[config.mk]
export PLATFORM = sky130hd
export DESIGN_NAME = uart_tx
export DESIGN_NICKNAME = d
export VERILOG_FILES = /design/src/rtl/uart_pkg.sv /design/src/rtl/uart_baud_gen.sv /design/src/rtl/uart_tx.sv
export SDC_FILE = /design/constraint.sdc
export NUM_CORES = 1
export LEC_CHECK = 0
export BUFFER_PORTS_ARGS = -buffer_cell sky130_fd_sc_hd__buf_2
export CORE_UTILIZATION = 45
export CTS_BUF_LIST = sky130_fd_sc_hd__clkbuf_2
export CTS_CLUSTER_DIAMETER = 120
export DETAILED_ROUTE_END_ITERATION = 8
export GPL_TIMING_DRIVEN = 0
export SLEW_MARGIN = 5
export SYNTH_ARGS = -nofsm -noshare
export SYNTH_HDL_FRONTEND = slang
export SYNTH_SLANG_ARGS = --single-unit
[constraint.sdc]
create_clock -name clk -period 2.5 [get_ports clk]
set_clock_uncertainty 0.05 [all_clocks]
set_input_delay 0.375 -clock clk [delete_from_list [all_inputs] [get_ports clk]]
set_output_delay 0.375 -clock clk [all_outputs]
set_load 0.005 [all_outputs]
[src/rtl/uart_pkg.sv]
// Shared types and helpers for the UART transmit and receive paths.
package uart_pkg;

  typedef enum logic [2:0] {IDLE, START, DATA, PARITY, STOP} tx_state_t;

  localparam int PAR_NONE = 0;
  localparam int PAR_EVEN = 1;
  localparam int PAR_ODD  = 2;

  // Data arrives zero-extended to 9 bits; the padding does not change the XOR.
  function automatic logic calc_parity(input logic [8:0] data, input int mode);
    logic p;
    p = ^data;
    return (mode == PAR_ODD) ? ~p : p;
  endfunction

endpackage

[src/rtl/uart_baud_gen.sv]
// Bit-period counter: bit_end is high in the last clock of every serial bit.
module uart_baud_gen #(
  parameter int CLOCK_BAUD_RATIO = 400
) (
  input  logic clk,
  input  logic rst,
  input  logic clear,
  output logic bit_end
);

  localparam int CNT_W = $clog2(CLOCK_BAUD_RATIO);

  if (CLOCK_BAUD_RATIO < 2) begin : g_bad_ratio
    $error("uart_baud_gen: CLOCK_BAUD_RATIO must be >= 2");
  end

  logic [CNT_W-1:0] cnt;

  assign bit_end = (cnt == CNT_W'(CLOCK_BAUD_RATIO - 1));

  always_ff @(posedge clk or negedge rst) begin
    if (!rst) begin
      cnt <= '0;
    end else if (clear || bit_end) begin
      cnt <= '0;
    end else begin
      cnt <= cnt + 1'b1;
    end
  end

endmodule

[src/rtl/uart_tx.sv]
// UART transmitter: start bit, LSB-first data, optional parity, 1 or 2 stop bits.
// Handshake: a word transfers on a posedge where tx_valid && tx_ready; tx_data must be stable until then.
module uart_tx #(
  parameter int CLOCK_BAUD_RATIO = 400,
  parameter int BIT_WIDTH        = 8,
  parameter int PARITY           = 0,
  parameter int STOP_BITS        = 1
) (
  input  logic                 clk,
  input  logic                 rst,
  input  logic [BIT_WIDTH-1:0] tx_data,
  input  logic                 tx_valid,
  output logic                 tx_ready,
  output logic                 tx,
  output logic                 busy,
  output logic                 done
);

  import uart_pkg::*;

  if (BIT_WIDTH < 5 || BIT_WIDTH > 9) begin : g_bad_width
    $error("uart_tx: BIT_WIDTH must be 5..9");
  end
  if (PARITY < 0 || PARITY > 2) begin : g_bad_parity
    $error("uart_tx: PARITY must be 0, 1 or 2");
  end
  if (STOP_BITS < 1 || STOP_BITS > 2) begin : g_bad_stop
    $error("uart_tx: STOP_BITS must be 1 or 2");
  end

  tx_state_t            state;
  logic [BIT_WIDTH-1:0] shift;
  logic [3:0]           bit_idx;
  logic                 stop_idx;
  logic                 par_bit;
  logic                 bit_end;
  logic                 hs;
  logic                 baud_clear;

  assign hs         = tx_valid && tx_ready;
  // Holding the counter clear in IDLE makes the start bit exactly one period long.
  assign baud_clear = (state == IDLE);

  uart_baud_gen #(
    .CLOCK_BAUD_RATIO(CLOCK_BAUD_RATIO)
  ) u_baud (
    .clk    (clk),
    .rst    (rst),
    .clear  (baud_clear),
    .bit_end(bit_end)
  );

  always_ff @(posedge clk or negedge rst) begin
    if (!rst) begin
      state    <= IDLE;
      shift    <= '0;
      bit_idx  <= '0;
      stop_idx <= 1'b0;
      par_bit  <= 1'b0;
      tx       <= 1'b1;
      tx_ready <= 1'b1;
      busy     <= 1'b0;
      done     <= 1'b0;
    end else begin
      done <= 1'b0;
      case (state)
        IDLE: begin
          if (hs) begin
            shift    <= tx_data;
            par_bit  <= calc_parity(9'(tx_data), PARITY);
            tx       <= 1'b0;
            tx_ready <= 1'b0;
            busy     <= 1'b1;
            state    <= START;
          end
        end
        START: begin
          if (bit_end) begin
            tx      <= shift[0];
            bit_idx <= '0;
            state   <= DATA;
          end
        end
        DATA: begin
          if (bit_end) begin
            shift <= shift >> 1;
            if (bit_idx == 4'(BIT_WIDTH - 1)) begin
              if (PARITY != PAR_NONE) begin
                tx    <= par_bit;
                state <= uart_pkg::PARITY;
              end else begin
                tx       <= 1'b1;
                stop_idx <= 1'b0;
                state    <= STOP;
              end
            end else begin
              bit_idx <= bit_idx + 4'd1;
              tx      <= shift[1];
            end
          end
        end
        uart_pkg::PARITY: begin
          if (bit_end) begin
            tx       <= 1'b1;
            stop_idx <= 1'b0;
            state    <= STOP;
          end
        end
        STOP: begin
          if (bit_end) begin
            if (stop_idx == 1'(STOP_BITS - 1)) begin
              state    <= IDLE;
              tx_ready <= 1'b1;
              busy     <= 1'b0;
              done     <= 1'b1;
            end else begin
              stop_idx <= 1'b1;
            end
          end
        end
        default: state <= IDLE;
      endcase
    end
  end

endmodule
==> run metrics, run 1 <==
VDD IR-drop max=207.1 uV; ANT cells=0; clock latency on the worst-skew pair=0.36 ns; largest net degree at the start of global routing=29; Leak=0.0006145 uW; first-pass GRT wire length=4588 um; initial antenna violation count=0; DIE HEIGHT=57.33 um; commonest non-fill, non-tap cells in the layout=26 x dfrtp_1, 17 x buf_2, 14 x nor2_1; DRT Pass-1 Iters=4; Die X=57.33 um; commonest non-fill, non-tap cell in the layout=dfrtp_1; CTS buffer count=3; post-synth top area cell=dfrtp_1; Worst-path clk slew=0.27 ns; Post-DP HPWL=1793 um; Placed Area=1486 sq um; # rows=19; actual slew at the worst max-slew pin=0.6257 ns; DRT iter0 DRCs=33; crit path kind=flip-flop to flip-flop; Max Root-Sink Buffers=2; via count=1047; fin cells=180; fraction of layout cells with a size suffix above 1=23.49%; final WL=2632 um; Final period util=79.65%; CP endpoint kind=flip-flop; slowest cell delay on critical path=0.46 ns; Fin Setup TNS=0 ns; CTS sink count=28; dpl cells=175; # DRC=0; CP max FO=8; Post-DRT Antenna Nets=0; Area Overhead vs Synth=10.08%; status=complete, no violations; worst path required time=2.78 ns; Starting Density=48.70%; final setup vio count=0; sequential element share of the synthesized area=51.04%; Synth Register Bits=28; core footprint=2829 sq um; worst path cell trace=ha_1 -> and3_1 -> buf_2 -> and3_1 -> or2_2 -> clkbuf_1 -> nor2_1; vias in the first global route=1035; Min-Delay Path Class=primary input to flip-flop; synth unique cells=36; WL per Instance=14.62 um; Max Clk Rate=502.2 MHz; syn nets=143; Worst Path Arrival=2.27 ns; Mapped Cells=130; clk root buf=clkbuf_2; fin area=1516 sq um; gpl congestion=0.7795; grt ovf=0; syn avg cell area=10.60 sq um; final-report hold violation count=0; Final Slew Violations=0; H-tree depth=1; # port buffers=14; CTS tree=yes; Layout Nets=163; top cell type's share of synthesized area=47.23%; CP most frequent cell=and3_1; critical path's slowest cell=dfrtp_1; Warnings, synthesis=0; Via density=5.817; All-Layer GR Usage=17.79%; Synth area leaders=dfrtp_1 47%, o221a_2 5.7%, nand3b_1 4.4%; Max Cap Viol=0; startpoint types=flip-flop; mapped cell area=1378 sq um; Boundary Pins=15; Worst slew margin=58.29%; Pwr Density=427.6 nW/um^2; tightest hold margin=0.1905 ns; clock period minus worst slack=1.991 ns; DIE AREA=3287 sq um; RSZ-0062 raised after global routing=no
sequential cells by signal (all words and copies together) (netlist names):
register / count
u_baud.cnt: 9
tx_ready: 1
bit_idx: 4
state: 3
tx: 1
done: 1
shift: 8
busy: 1
stage by stage:
stage               worst slack, ns  utilization, %  power (uW)
finish                       0.5089           53.60       648.4
global route                 0.3641           53.60       676.9
CTS                          0.4896           53.60       658.2
detailed placement           0.5334           52.54       479.2
global placement             0.5771           52.54       478.6
floorplan                    0.7233               -       461.9
cells by family after synthesis:
kind of cell | synth area share, %
DFF | 51.04
AOI/OAI and AO/OA | 15.71
buffers and inverters | 2.724
xor gates and xnor gates | 4.451
and+or+nand+nor | 23.43
muxes | 0.8174
adders and majority gates | 1.816
worst max-delay path, delay by kind of cell, from the launching register on:
family	cells	cell delay (ns)
simple gates	4	0.88
fa+ha+maj	1	0.22
buf+inv	2	0.35
flops	1	0.46
path summary, 6_finish.rpt:
kind | slack [ns] | startpoint | depth (start not counted) | endpoint
worst max-delay path | 0.51 | u_baud.cnt[0] | 7 | u_baud.cnt[5]
worst min-delay path | 0.19 | tx_data[7] | 3 | shift[7]
worst max register to register | 0.51 | u_baud.cnt[0] | 7 | u_baud.cnt[5]
worst min register to register | 0.43 | u_baud.cnt[0] | 1 | u_baud.cnt[0]
max in group asynchronous | 1.53 | rst | 2 | shift[0]
min in group asynchronous | 0.46 | rst | 2 | bit_idx[2]
area by class of cell:
type / count / area, sq um
inverter: 2 / 7.507
buffer: 7 / 30.03
tap: 31 / 38.79
multi-input combinational: 93 / 636.9
sequential: 28 / 703.2
clock buffer: 4 / 20.02
fill: 265 / 1313
timing repair buffer: 15 / 80.08
layer usage:
metal,track usage (%),wire length (um),up-vias,part of all wire (%)
met5,0,0,-,0
met4,8.014,43,0,1.6
met3,2.268,81,6,3.1
met2,27.56,1230,25,47
met1,25.04,1276,507,48
li1,-,-,509,-
synth_stat cells:
library cell,n
mux2_2,1
xnor2_1,4
o311ai_0,1
nor3_1,3
o31ai_1,3
nor3b_2,1
o21ai_0,6
and2_1,1
dfrtp_1,26
nand3b_1,8
inv_1,2
clkbuf_1,4
nand2b_1,1
or2_2,1
nor2_1,14
nor4b_4,1
a21oi_1,5
a221o_1,1
o31a_1,2
nand3_1,5
or3_1,1
buf_2,3
a41oi_1,1
dfstp_2,2
o221a_2,7
ha_1,2
nor3b_1,1
xor2_1,3
nor2b_1,4
a21bo_2,1
nand2_1,7
or4b_1,1
and3b_1,1
nand4_1,3
o21ai_1,1
and3_1,2
timing repair:
item	4_1_cts	5_1_grt
buffers inserted	0	0
gates resized for setup	0	0
endpoints found under the hold margin	26	0
hold buffers	1	0
power by group:
| group | switching (uW) | leakage [uW] | internal [uW] |
|---|---|---|---|
| logic | 11.4 | 0.000275 | 6.58 |
| registers | 0 | 0.000323 | 454 |
| clock network | 134 | 0.0000166 | 42.2 |
| total | 145 | 0.000614 | 503 |
(Power assumes the default switching activity.)
==> run 2, diff against run 1 <==
--- a/config.mk
+++ b/config.mk
@@ -5,12 +5,14 @@
 export SDC_FILE = /design/constraint.sdc
 export NUM_CORES = 1
 export LEC_CHECK = 0
+export ABC_AREA = 1
 export BUFFER_PORTS_ARGS = -buffer_cell sky130_fd_sc_hd__buf_2
 export CORE_UTILIZATION = 45
 export CTS_BUF_LIST = sky130_fd_sc_hd__clkbuf_2
 export CTS_CLUSTER_DIAMETER = 120
 export DETAILED_ROUTE_END_ITERATION = 8
 export GPL_TIMING_DRIVEN = 0
+export PLACE_DENSITY = 0.66
 export SLEW_MARGIN = 5
 export SYNTH_ARGS = -nofsm -noshare
 export SYNTH_HDL_FRONTEND = slang
==> constraint.sdc (replaced) <==
create_clock -name clk -period 1.8 [get_ports clk]
set_clock_uncertainty 0.05 [all_clocks]
set_input_delay 0.27 -clock clk [delete_from_list [all_inputs] [get_ports clk]]
set_output_delay 0.27 -clock clk [all_outputs]
set_load 0.005 [all_outputs]
==> run 2 against run 1 <==
  * Core utilization shrank 0.28 points
  * Via count grew 19%
  * Register-to-register slack lost 0.29 ns
  * Worst hold slack lost 0.069 ns
  * Die area grew 9.5%
  * Power grew 39%
  * Wire length grew 10%
  * Synthesized cell count grew 49%
  * Non-clock buffer count shrank 5
  * Worst setup slack lost 0.29 ns
  * Sequential cell count is the same
  * Global-route usage grew 0.57 points
  * Largest cell class is now multi-input combinational cells
  * Largest power group unchanged
==> run metrics, run 2 <==
Worst Min Path Start=tx_data[4]; commonest non-fill, non-tap cell in the layout=nand2_1; Max Root-Sink Buffers=2; via count=1250; fraction of layout cells with a size suffix above 1=18.31%; tightest hold margin=0.1214 ns; DIE AREA=3600 sq um; area of the multi-input gates=723.2 sq um; top cell type's share of synthesized area=42.98%; GR Util met2=31.43%; DRT Pass-1 Iters=4; CTS buffer count=3; Worst slew margin=58.73%; gpl congestion=0.7928; max reg flops=9; Synth async-reset ratio=100.0%; Max Cap Viol=0; slowest cell delay on critical path=0.44 ns; Layout Nets=227; dpl ws=0.2553 ns; Via density=4.864; Placed Area=1639 sq um; clock period minus worst slack=1.583 ns; dpl cells=252; hold depth=5; Final period util=87.93%; Top reg by flops=u_baud.cnt; commonest non-fill, non-tap cells in the layout=71 x nand2_1, 26 x dfrtp_1, 21 x nor2_1; Die X=60 um; critical path's slowest cell=dfrtp_1; worst path required time=2.04 ns; EDFF count, synth=0; Commonest cells post-synth=71 x nand2_1, 26 x dfrtp_1, 21 x nor2_1; Reg2Reg Launch Point=u_baud.cnt[0]; first-pass GRT wire length=4905 um; CP endpoint kind=flip-flop; Setup Buffers After CTS=0; # port buffers=14; Warnings, synthesis=0; vias in the first global route=1164; worst reg2reg setup slack=0.22 ns; clock latency on the worst-skew pair=0.37 ns; actual slew at the worst max-slew pin=0.6190 ns; core footprint=3128 sq um; final WL=2905 um; CP max FO=8; syn nets=207; CTS sink count=28; worst setup path start=u_baud.cnt[0]; H-tree depth=1; Mapped Cells=194; initial antenna violation count=0; clk root buf=clkbuf_2; Worst setup endpoint=bit_idx[1]; PostCTS Resize Cnt=0; status=complete, no violations; count leader, synth=nand2_1; Worst-path clk slew=0.27 ns; RSZ-0062 raised after global routing=no; All-Layer GR Usage=18.35%; grt ovf=0; Hold Buf Count CTS=1; Synth Register Bits=28; final setup vio count=0; ANT cells=0; fin cells=257; final worst setup slack=0.2172 ns; DRT iter0 DRCs=38; final-report hold violation count=0; Synth Flop Type=dfrtp_1; post-synth top area cell=dfrtp_1; Post-DP HPWL=2131 um; Max Clk Rate=631.8 MHz; met1 usage=23.73%; sequential element share of the synthesized area=46.45%; Regs by FF count=u_baud.cnt (9), shift (8), bit_idx (4); startpoint types=flip-flop; CTS tree=yes; RR Endpoint=bit_idx[1]; Synth area leaders=dfrtp_1 43%, nand2_1 18%, nand3_1 5.3%; crit path kind=flip-flop to flip-flop; # rows=20; mapped cell area=1514 sq um; largest net degree at the start of global routing=29; Boundary Pins=15; Starting Density=48.40%; M3 GR Usage=1.948%; syn avg cell area=7.804 sq um; Final Slew Violations=0; Most Used Layer, Global Route=met2; synth unique cells=26; Worst Path Arrival=1.82 ns; Area Overhead vs Synth=10.17%; # DRC=0; DIE HEIGHT=60 um; Min-Delay Path Class=primary input to flip-flop; CP most frequent cell=nand2_1; Pwr Density=539.3 nW/um^2; worst path cell trace=ha_1 -> nand3_2 -> inv_1 -> nand3_4 -> o21ai_2 -> nand2_2 -> nand2_1 -> nand2_1; # fillers=328; VDD IR-drop max=199.7 uV; sequential cell area=703.2 sq um; fin area=1668 sq um; Fin Setup TNS=0 ns; Leak=0.0008739 uW; Post-DRT Antenna Nets=0; WL per Instance=11.30 um; Reg2Reg Depth=8
## run 2: changes by cell type in the layout (fill, tap and decap cells not counted), sizes merged, moves of 3 or more
cell	previous run	this run
nor2b	4	0
inv	2	17
nor2	14	21
nand3b	8	0
clkbuf	8	3
o31ai	3	0
a21oi	5	1
xnor2	4	0
o221a	7	0
nand2	7	77
nand3	5	20
## run 2: report_power, final
part	internal (uW)	switching, uW	leakage [uW]
Clock	48.2	187	0.0000140
Combinational	13.3	19.9	0.000537
Sequential	631	0	0.000323
Total	693	207	0.000874
## run 2: logic make-up (layout without fill, tap and decap cells)
logic type / count (synthesis) / in the layout / share of synthesized area, %
buffers and inverters: 20 / 39 / 5.785
AND/OR/NAND/NOR: 129 / 129 / 39.59
adder cells (fa/ha/maj): 2 / 2 / 1.653
AO/OA/AOI/OAI: 12 / 12 / 4.793
flip-flops: 28 / 28 / 46.45
XOR/XNOR: 3 / 3 / 1.736
## run 2: routing by layer
layer  up-vias  wire length [um]
met5         -                 0
met4         0                27
met3         4               102
met2        34              1401
met1       562              1374
li1        650                 -
## run 2: critical path: cells and delay by family, from the launching register on
family                     cells  cell delay [ns]
and+or+nand+nor                5             0.52
AOI/OAI and AO/OA              1             0.13
DFF                            1             0.44
buffers and inverters          1             0.15
adders and majority gates      1             0.21
## run 2: worst min path at each step
stage	slack [ns]	endpoint
2_1_floorplan	-0.08	bit_idx[0]
3_5_place_dp	0.27	busy
5_1_grt	0.12	shift[3]
3_3_place_gp	0.27	done
4_1_cts	0.11	shift[3]
6_report	0.12	shift[4]
## run 2: through the flow
step                utilization (%)  total power (uW)
finish                        53.32             899.5
global route                  53.32             937.6
CTS                           53.32             912.7
detailed placement            52.40             673.9
global placement              52.40             673.2
floorplan                         -             650.1
## run 2: area by class of cell
class	instances	share of cell area, %
multi-input cells	146	43.36
flip-flops and latches	28	42.16
repair buffers	15	4.801
inverters	18	4.126
well taps	44	3.301
plain buffers	2	1.125
clock buffers	3	0.9002
clock inverters	1	0.2251
